===== src/rtl/uart_tx_pkg.sv =====
// Shared constants for the UART transmit framer: FSM state encoding, parity
// selection and line levels.
package uart_tx_pkg;

    localparam logic [2:0] IDLE   = 3'd0;
    localparam logic [2:0] START  = 3'd1;
    localparam logic [2:0] DATA   = 3'd2;
    localparam logic [2:0] PARITY = 3'd3;
    localparam logic [2:0] STOP   = 3'd4;

    localparam logic PAR_EVEN = 1'b0;
    localparam logic PAR_ODD  = 1'b1;

    localparam logic START_BIT = 1'b0;
    localparam logic STOP_BIT  = 1'b1;

endpackage


===== src/rtl/uart_tx_serializer.sv =====
// Payload shift register (LSB out first) plus data-bit counter for the UART
// transmitter; ser_done flags the last data bit of the frame.
module uart_tx_serializer #(
    parameter int unsigned DATA_WIDTH = 8
) (
    input  logic                  clk,
    input  logic                  rst_n,
    input  logic                  load,
    input  logic [DATA_WIDTH-1:0] load_data,
    input  logic                  shift_en,
    input  logic                  cnt_en,
    output logic                  ser_bit,
    output logic                  ser_done
);

    localparam int unsigned CNT_W = $clog2(DATA_WIDTH);

    logic [DATA_WIDTH-1:0] shift_q, shift_d;
    logic [CNT_W-1:0]      cnt_q, cnt_d;

    assign ser_bit  = shift_q[0];
    assign ser_done = (cnt_q == CNT_W'(DATA_WIDTH - 1));

    // Counter wraps to zero on the last data bit so it is clear on exit.
    always_comb begin
        shift_d = shift_q;
        cnt_d   = cnt_q;
        if (load) begin
            shift_d = load_data;
            cnt_d   = '0;
        end else begin
            if (shift_en) begin
                shift_d = {1'b0, shift_q[DATA_WIDTH-1:1]};
            end
            if (cnt_en) begin
                cnt_d = ser_done ? '0 : cnt_q + CNT_W'(1);
            end
        end
    end

    always_ff @(posedge clk or negedge rst_n) begin
        if (!rst_n) begin
            shift_q <= '0;
            cnt_q   <= '0;
        end else begin
            shift_q <= shift_d;
            cnt_q   <= cnt_d;
        end
    end

endmodule


===== src/rtl/uart_tx_framer.sv =====
// UART transmitter clocked at the baud rate, with a one-entry holding register
// for back-to-back frames. Define UART_TX_STOP2_EN for two stop bits.
module uart_tx_framer
    import uart_tx_pkg::*;
#(
    parameter int unsigned DATA_WIDTH = 8
) (
    input  logic                  clk,
    input  logic                  rst,
    input  logic [DATA_WIDTH-1:0] p_data,
    input  logic                  data_valid,
    input  logic                  par_en,
    input  logic                  par_typ,
    output logic                  ready,
    output logic                  tx_out,
    output logic                  busy
);

    logic [2:0]            state_q, state_d;
    logic                  tx_q, tx_d;
    logic                  busy_q, busy_d;
    logic                  ready_q, ready_d;
    logic                  hold_full_q, hold_full_d;
    logic [DATA_WIDTH-1:0] hold_data_q, hold_data_d;
    logic                  hold_pen_q, hold_pen_d;
    logic                  hold_pbit_q, hold_pbit_d;
    logic                  pen_q, pen_d;
    logic                  pbit_q, pbit_d;
`ifdef UART_TX_STOP2_EN
    logic                  stop_cnt_q, stop_cnt_d;
`endif

    logic                  accept;
    logic                  in_pbit;
    logic                  direct_load;
    logic                  stop_last;
    logic                  ser_load;
    logic [DATA_WIDTH-1:0] ser_load_data;
    logic                  shift_en;
    logic                  cnt_en;
    logic                  ser_bit;
    logic                  ser_done;

    assign accept  = data_valid && ready_q;
    assign in_pbit = (par_typ == PAR_EVEN) ? (^p_data) : ~(^p_data);

    assign ready  = ready_q;
    assign tx_out = tx_q;
    assign busy   = busy_q;

    uart_tx_serializer #(
        .DATA_WIDTH (DATA_WIDTH)
    ) u_ser (
        .clk       (clk),
        .rst_n     (rst),
        .load      (ser_load),
        .load_data (ser_load_data),
        .shift_en  (shift_en),
        .cnt_en    (cnt_en),
        .ser_bit   (ser_bit),
        .ser_done  (ser_done)
    );

    // tx_d is the line level for the state being entered, so tx_out is a flop.
    always_comb begin
        state_d       = state_q;
        tx_d          = STOP_BIT;
        hold_full_d   = hold_full_q;
        hold_data_d   = hold_data_q;
        hold_pen_d    = hold_pen_q;
        hold_pbit_d   = hold_pbit_q;
        pen_d         = pen_q;
        pbit_d        = pbit_q;
        ser_load      = 1'b0;
        ser_load_data = p_data;
        shift_en      = 1'b0;
        cnt_en        = 1'b0;
        direct_load   = 1'b0;
        stop_last     = 1'b0;
`ifdef UART_TX_STOP2_EN
        stop_cnt_d    = stop_cnt_q;
`endif

        case (state_q)
            IDLE: begin
                if (accept) begin
                    direct_load = 1'b1;
                    state_d     = START;
                    tx_d        = START_BIT;
                end
            end
            START: begin
                state_d  = DATA;
                tx_d     = ser_bit;
                shift_en = 1'b1;
            end
            DATA: begin
                cnt_en = 1'b1;
                if (!ser_done) begin
                    tx_d     = ser_bit;
                    shift_en = 1'b1;
                end else if (pen_q) begin
                    state_d = PARITY;
                    tx_d    = pbit_q;
                end else begin
                    state_d = STOP;
                end
            end
            PARITY: begin
                state_d = STOP;
            end
            STOP: begin
`ifdef UART_TX_STOP2_EN
                if (!stop_cnt_q) begin
                    stop_cnt_d = 1'b1;
                end else begin
                    stop_cnt_d = 1'b0;
                    stop_last  = 1'b1;
                end
`else
                stop_last = 1'b1;
`endif
            end
            default: begin
                state_d = IDLE;
            end
        endcase

        // End of frame: a held byte takes priority over a fresh accept.
        if (stop_last) begin
            if (hold_full_q) begin
                ser_load      = 1'b1;
                ser_load_data = hold_data_q;
                pen_d         = hold_pen_q;
                pbit_d        = hold_pbit_q;
                hold_full_d   = 1'b0;
                state_d       = START;
                tx_d          = START_BIT;
            end else if (accept) begin
                direct_load = 1'b1;
                state_d     = START;
                tx_d        = START_BIT;
            end else begin
                state_d = IDLE;
            end
        end

        if (direct_load) begin
            ser_load      = 1'b1;
            ser_load_data = p_data;
            pen_d         = par_en;
            pbit_d        = in_pbit;
        end else if (accept) begin
            hold_full_d = 1'b1;
            hold_data_d = p_data;
            hold_pen_d  = par_en;
            hold_pbit_d = in_pbit;
        end
    end

    assign busy_d  = (state_d != IDLE);
    assign ready_d = !hold_full_d;

    always_ff @(posedge clk or negedge rst) begin
        if (!rst) begin
            state_q     <= IDLE;
            tx_q        <= STOP_BIT;
            busy_q      <= 1'b0;
            ready_q     <= 1'b1;
            hold_full_q <= 1'b0;
            hold_data_q <= '0;
            hold_pen_q  <= 1'b0;
            hold_pbit_q <= 1'b0;
            pen_q       <= 1'b0;
            pbit_q      <= 1'b0;
        end else begin
            state_q     <= state_d;
            tx_q        <= tx_d;
            busy_q      <= busy_d;
            ready_q     <= ready_d;
            hold_full_q <= hold_full_d;
            hold_data_q <= hold_data_d;
            hold_pen_q  <= hold_pen_d;
            hold_pbit_q <= hold_pbit_d;
            pen_q       <= pen_d;
            pbit_q      <= pbit_d;
        end
    end

`ifdef UART_TX_STOP2_EN
    always_ff @(posedge clk or negedge rst) begin
        if (!rst) begin
            stop_cnt_q <= 1'b0;
        end else begin
            stop_cnt_q <= stop_cnt_d;
        end
    end
`endif

endmodule


===== config.mk =====
export PLATFORM = sky130hd
export DESIGN_NAME = uart_tx_framer
export DESIGN_NICKNAME = d
export VERILOG_FILES = /design/src/rtl/uart_tx_pkg.sv /design/src/rtl/uart_tx_serializer.sv /design/src/rtl/uart_tx_framer.sv
export SDC_FILE = /design/constraint.sdc
export NUM_CORES = 1
export LEC_CHECK = 0
export ABC_CLOCK_PERIOD_IN_PS = 2400
export CAP_MARGIN = 20
export CORE_ASPECT_RATIO = 1.2
export CORE_UTILIZATION = 50
export CTS_CLUSTER_DIAMETER = 150
export DETAILED_ROUTE_END_ITERATION = 7
export GPL_TIMING_DRIVEN = 1
export PLACE_DENSITY = 0.82
export SKIP_LAST_GASP = 1
export SYNTH_ARGS = -nofsm -noshare
export SYNTH_HDL_FRONTEND = slang
export SYNTH_HIERARCHICAL = 1
export SYNTH_SLANG_ARGS = --single-unit

===== constraint.sdc =====
create_clock -name clk -period 2.4 [get_ports clk]
set_input_delay 0.36 -clock clk [delete_from_list [all_inputs] [get_ports clk]]
set_output_delay 0.36 -clock clk [all_outputs]
set_load 0.005 [all_outputs]

==> impl_results.md <==
- Slowest cell on crit path: dfrtp_1
- Site Rows: 21
- Fraction of registers with async set/reset: 100.0%
- RSZ-0062 raised after global routing: false
- Nets: 165
- Commonest cells post-synth: dfrtp_1, mux2_2, nand2_1, o21ai_0, mux2i_1
- Yosys top cell by area: dfrtp_1
- FILL cells: ~240
- Port bufs: 15
- DR vias: approximately 1000
- Top-count cell post-synth: dfrtp_1
- CORE AREA: roughly 0.0028 sq mm
- Resize count post-CTS: 0
- Share of cells above drive strength 1: 21.19%
- Final Cycle Share: 82.51%
- Hold Buf Count CTS: 0
- Sw frac: 34.54%
- Total placed cells including tap cells: roughly 180
- WL/cell: roughly 14 microns
- CTS buffer count: 5
- Main synth FF type: dfrtp_1
- Flops & latches, synth: 30
- Status: finished clean
- Post-Synth XOR/XNOR Area: under 10%
- Post-Synth Simple-Gate Area: a little under a tenth
- Clock root cell: clkbuf_4
- Clock Skew: just over 0.004 ns
- Cells after Synth: roughly 130
- Crit path required time: between 2 and 3 ns
- Global Route Usage Sum: 19.68%
- Largest family of logic cells by synthesized area: multiplexers
- Area grow syn2layout: 15.63%
- CP startpoint kind: register
- Fmax: between 0.5 and 0.6 GHz
- Horiz. Die Dim: around 52 microns
- Most common cell type on the critical path: ha_1
- Clk sink count: 30
- Crit path cell chain: ha_1 -> ha_1 -> or3_1 -> a21oi_1 -> buf_4 -> mux2i_1 -> o21ai_0
- Largest stage delay on the critical path: roughly 0.40 ns
- Final setup vio count: 0
- Slew Limit Fails: 0
- Worst vdd ir: between 0.0006 and 0.0007 V
- Psw: approximately 0.69 mW
- Global route total overflow: 0
- Worst-Margin Slew: between 0.4 and 0.5 ns
- Hpwl dp: about 1.8 mm
- Initial antenna violation count: 0
- Syn avg cell area: around 11 sq um
- Clock power share: between 15 and 20%
- Maxcap violations: 0
- Fin. Hold Viols: 0
- RD Place Congestion: 0.7884
- Setup Buffers After CTS: 0
- YS warnings: 6
- Deepest clock path buffer count: 2
- Top cell type's share of synthesized area: 46.32%
- Compound-cell area share of the yosys netlist: between 10% and 20%
- Synth Cell Area: 0.001513 sq mm
- Min-delay worst type: input port to asynchronous set/reset pin
- Distinct cells, synth: 33
- Pre-antenna DRT Iters: 6
- Vias in the first global route: 1109
- Register area share after synthesis: around half
- Multiplexer area fraction after synthesis: approximately a fifth
- Synth area leaders: dfrtp_1, mux2_2, mux2i_1
- Relative slew slack: 66.98%
- Worst endpoint data arrival time: ~2.2 ns
- Antenna Nets Post-Route: 0
- Initial Util: between 50% and 60%
- Final wirelength: between 2 and 3 mm
- Clock slew at reported path FFs: 0.09 ns
- Insertion delay to the later sink of the worst-skew pair: 0.33 ns
- Setup tns final: 0 ns
- Pin count of the biggest net entering global routing: 31
- Crit end category: register
- Power Dens Cells: between 1000 and 1500 mW/mm^2
- Post-synthesis adder-cell area fraction: roughly 1.7%
- Htree depth: 2
- # DRC: 0
- Sequential power share: about 46%
- Initial DRC Count: 21
- Die Span Y: 62.26 microns
- First-pass GRT wire length: ~4.6 mm
- Cell internal pwr: between 1 and 1.5 mW
- Combinational power share: between 30 and 40%
- ANT cells: 0
- Pleak: ~0.75 nW
- CTS tree: done
- Syn nets: 147
- Non-Filler Instances: ~190
- Final Critical Period: slightly below 2 ns
- Via density: between 5 and 6
- Critical path start-end classification: register to register
- Die Area: around 0.0033 sq mm
- Crit Path Max Fanout: 8
- Number of synthesized flops with an enable pin: 0
- I/O pin cnt: 16
layout make-up:
class	count	area (sq um)	share of cell area [%]
repair buffers	18	172.7	9.871
clock inverters	1	5.005	0.2861
multi-input cells	90	701.9	40.13
clock buffers	7	55.05	3.147
well taps	34	42.54	2.432
flip-flops and latches	30	753.2	43.06
inverters	5	18.77	1.073
power by group through the flow:
| stage | Clock [mW] | Sequential (mW) | Combinational (mW) |
|---|---|---|---|
| global route | 0.341 | 0.943 | 0.858 |
| CTS | 0.324 | 0.914 | 0.782 |
| global placement | 0 | 0.906 | 0.729 |
| detailed placement | 0 | 0.925 | 0.776 |
| floorplan | 0 | 0.851 | 0.635 |
| finish | 0.311 | 0.912 | 0.771 |
sequential cells by signal, summed over array words and instances (netlist names):
signal / cells
hold_data_q: 8
u_ser/shift_q: 8
state_q: 3
u_ser/cnt_q: 3
busy: 1
hold_full_q: 1
hold_pbit_q: 1
hold_pen_q: 1
pbit_q: 1
pen_q: 1
ready: 1
tx_out: 1
layout by cell type (no fill, tap or decap), types with 3 or more instances in the layout:
master / instances
a21oi_1: 5
mux2_2: 17
mux2i_1: 11
clkdlybuf4s50_1: 15
dfrtp_1: 28
o21ai_0: 12
clkbuf_4: 5
xnor2_1: 4
buf_4: 3
inv_1: 5
nand2_1: 15
metal layers:
layer  share of wire [%]  track usage, %  up-vias
li1                    -               -      498
met4                 3.4           14.14        0
met1                  42           20.76      495
met3                 4.3           7.353        9
met2                  50           31.09       23
met5                   0               0        -
worst max-delay path: cells and delay by family, from the launching register on:
family / cells / cell delay [ns]
flip-flops: 1 / 0.40
multiplexers: 1 / 0.22
AND/OR/NAND/NOR: 1 / 0.31
buffers and inverters: 1 / 0.20
AO/OA/AOI/OAI: 2 / 0.26
adder cells (fa/ha/maj): 2 / 0.46
through the flow:
stage	power, mW	hold WS (ns)	util, %	area [sq um]	setup WS (ns)
finish	1.994	0.4118	61.64	1749	0.4198
global route	2.142	0.4555	61.64	1749	0.3090
CTS	2.020	0.4029	61.64	1749	0.3991
detailed placement	1.701	0.4911	59.52	1689	0.3395
global placement	1.635	0.4836	59.52	1689	0.4280
floorplan	1.486	0.06441	-	1513	0.6287
cells by family (layout without fill, tap and decap cells):
logic type,after synthesis,after routing
AO/OA/AOI/OAI,26,26
XOR/XNOR,7,7
adder cells (fa/ha/maj),2,2
buffers and inverters,12,31
flip-flops,30,30
multiplexers,28,28
AND/OR/NAND/NOR,27,27
worst paths after layout:
path,from,endpoint,slack (ns),cells after the start
setup reg to reg,u_ser/cnt_q[0],u_ser/shift_q[1],0.42,7
hold / removal,rst,state_q[2],0.41,2
setup / recovery,u_ser/cnt_q[0],u_ser/shift_q[1],0.42,7
min in group clk,hold_data_q[7],hold_data_q[7],0.51,1
max in group asynchronous,rst,ready,1.67,2
hold reg to reg,hold_data_q[7],hold_data_q[7],0.51,1
Note: power is estimated with default switching activity, not from simulation.
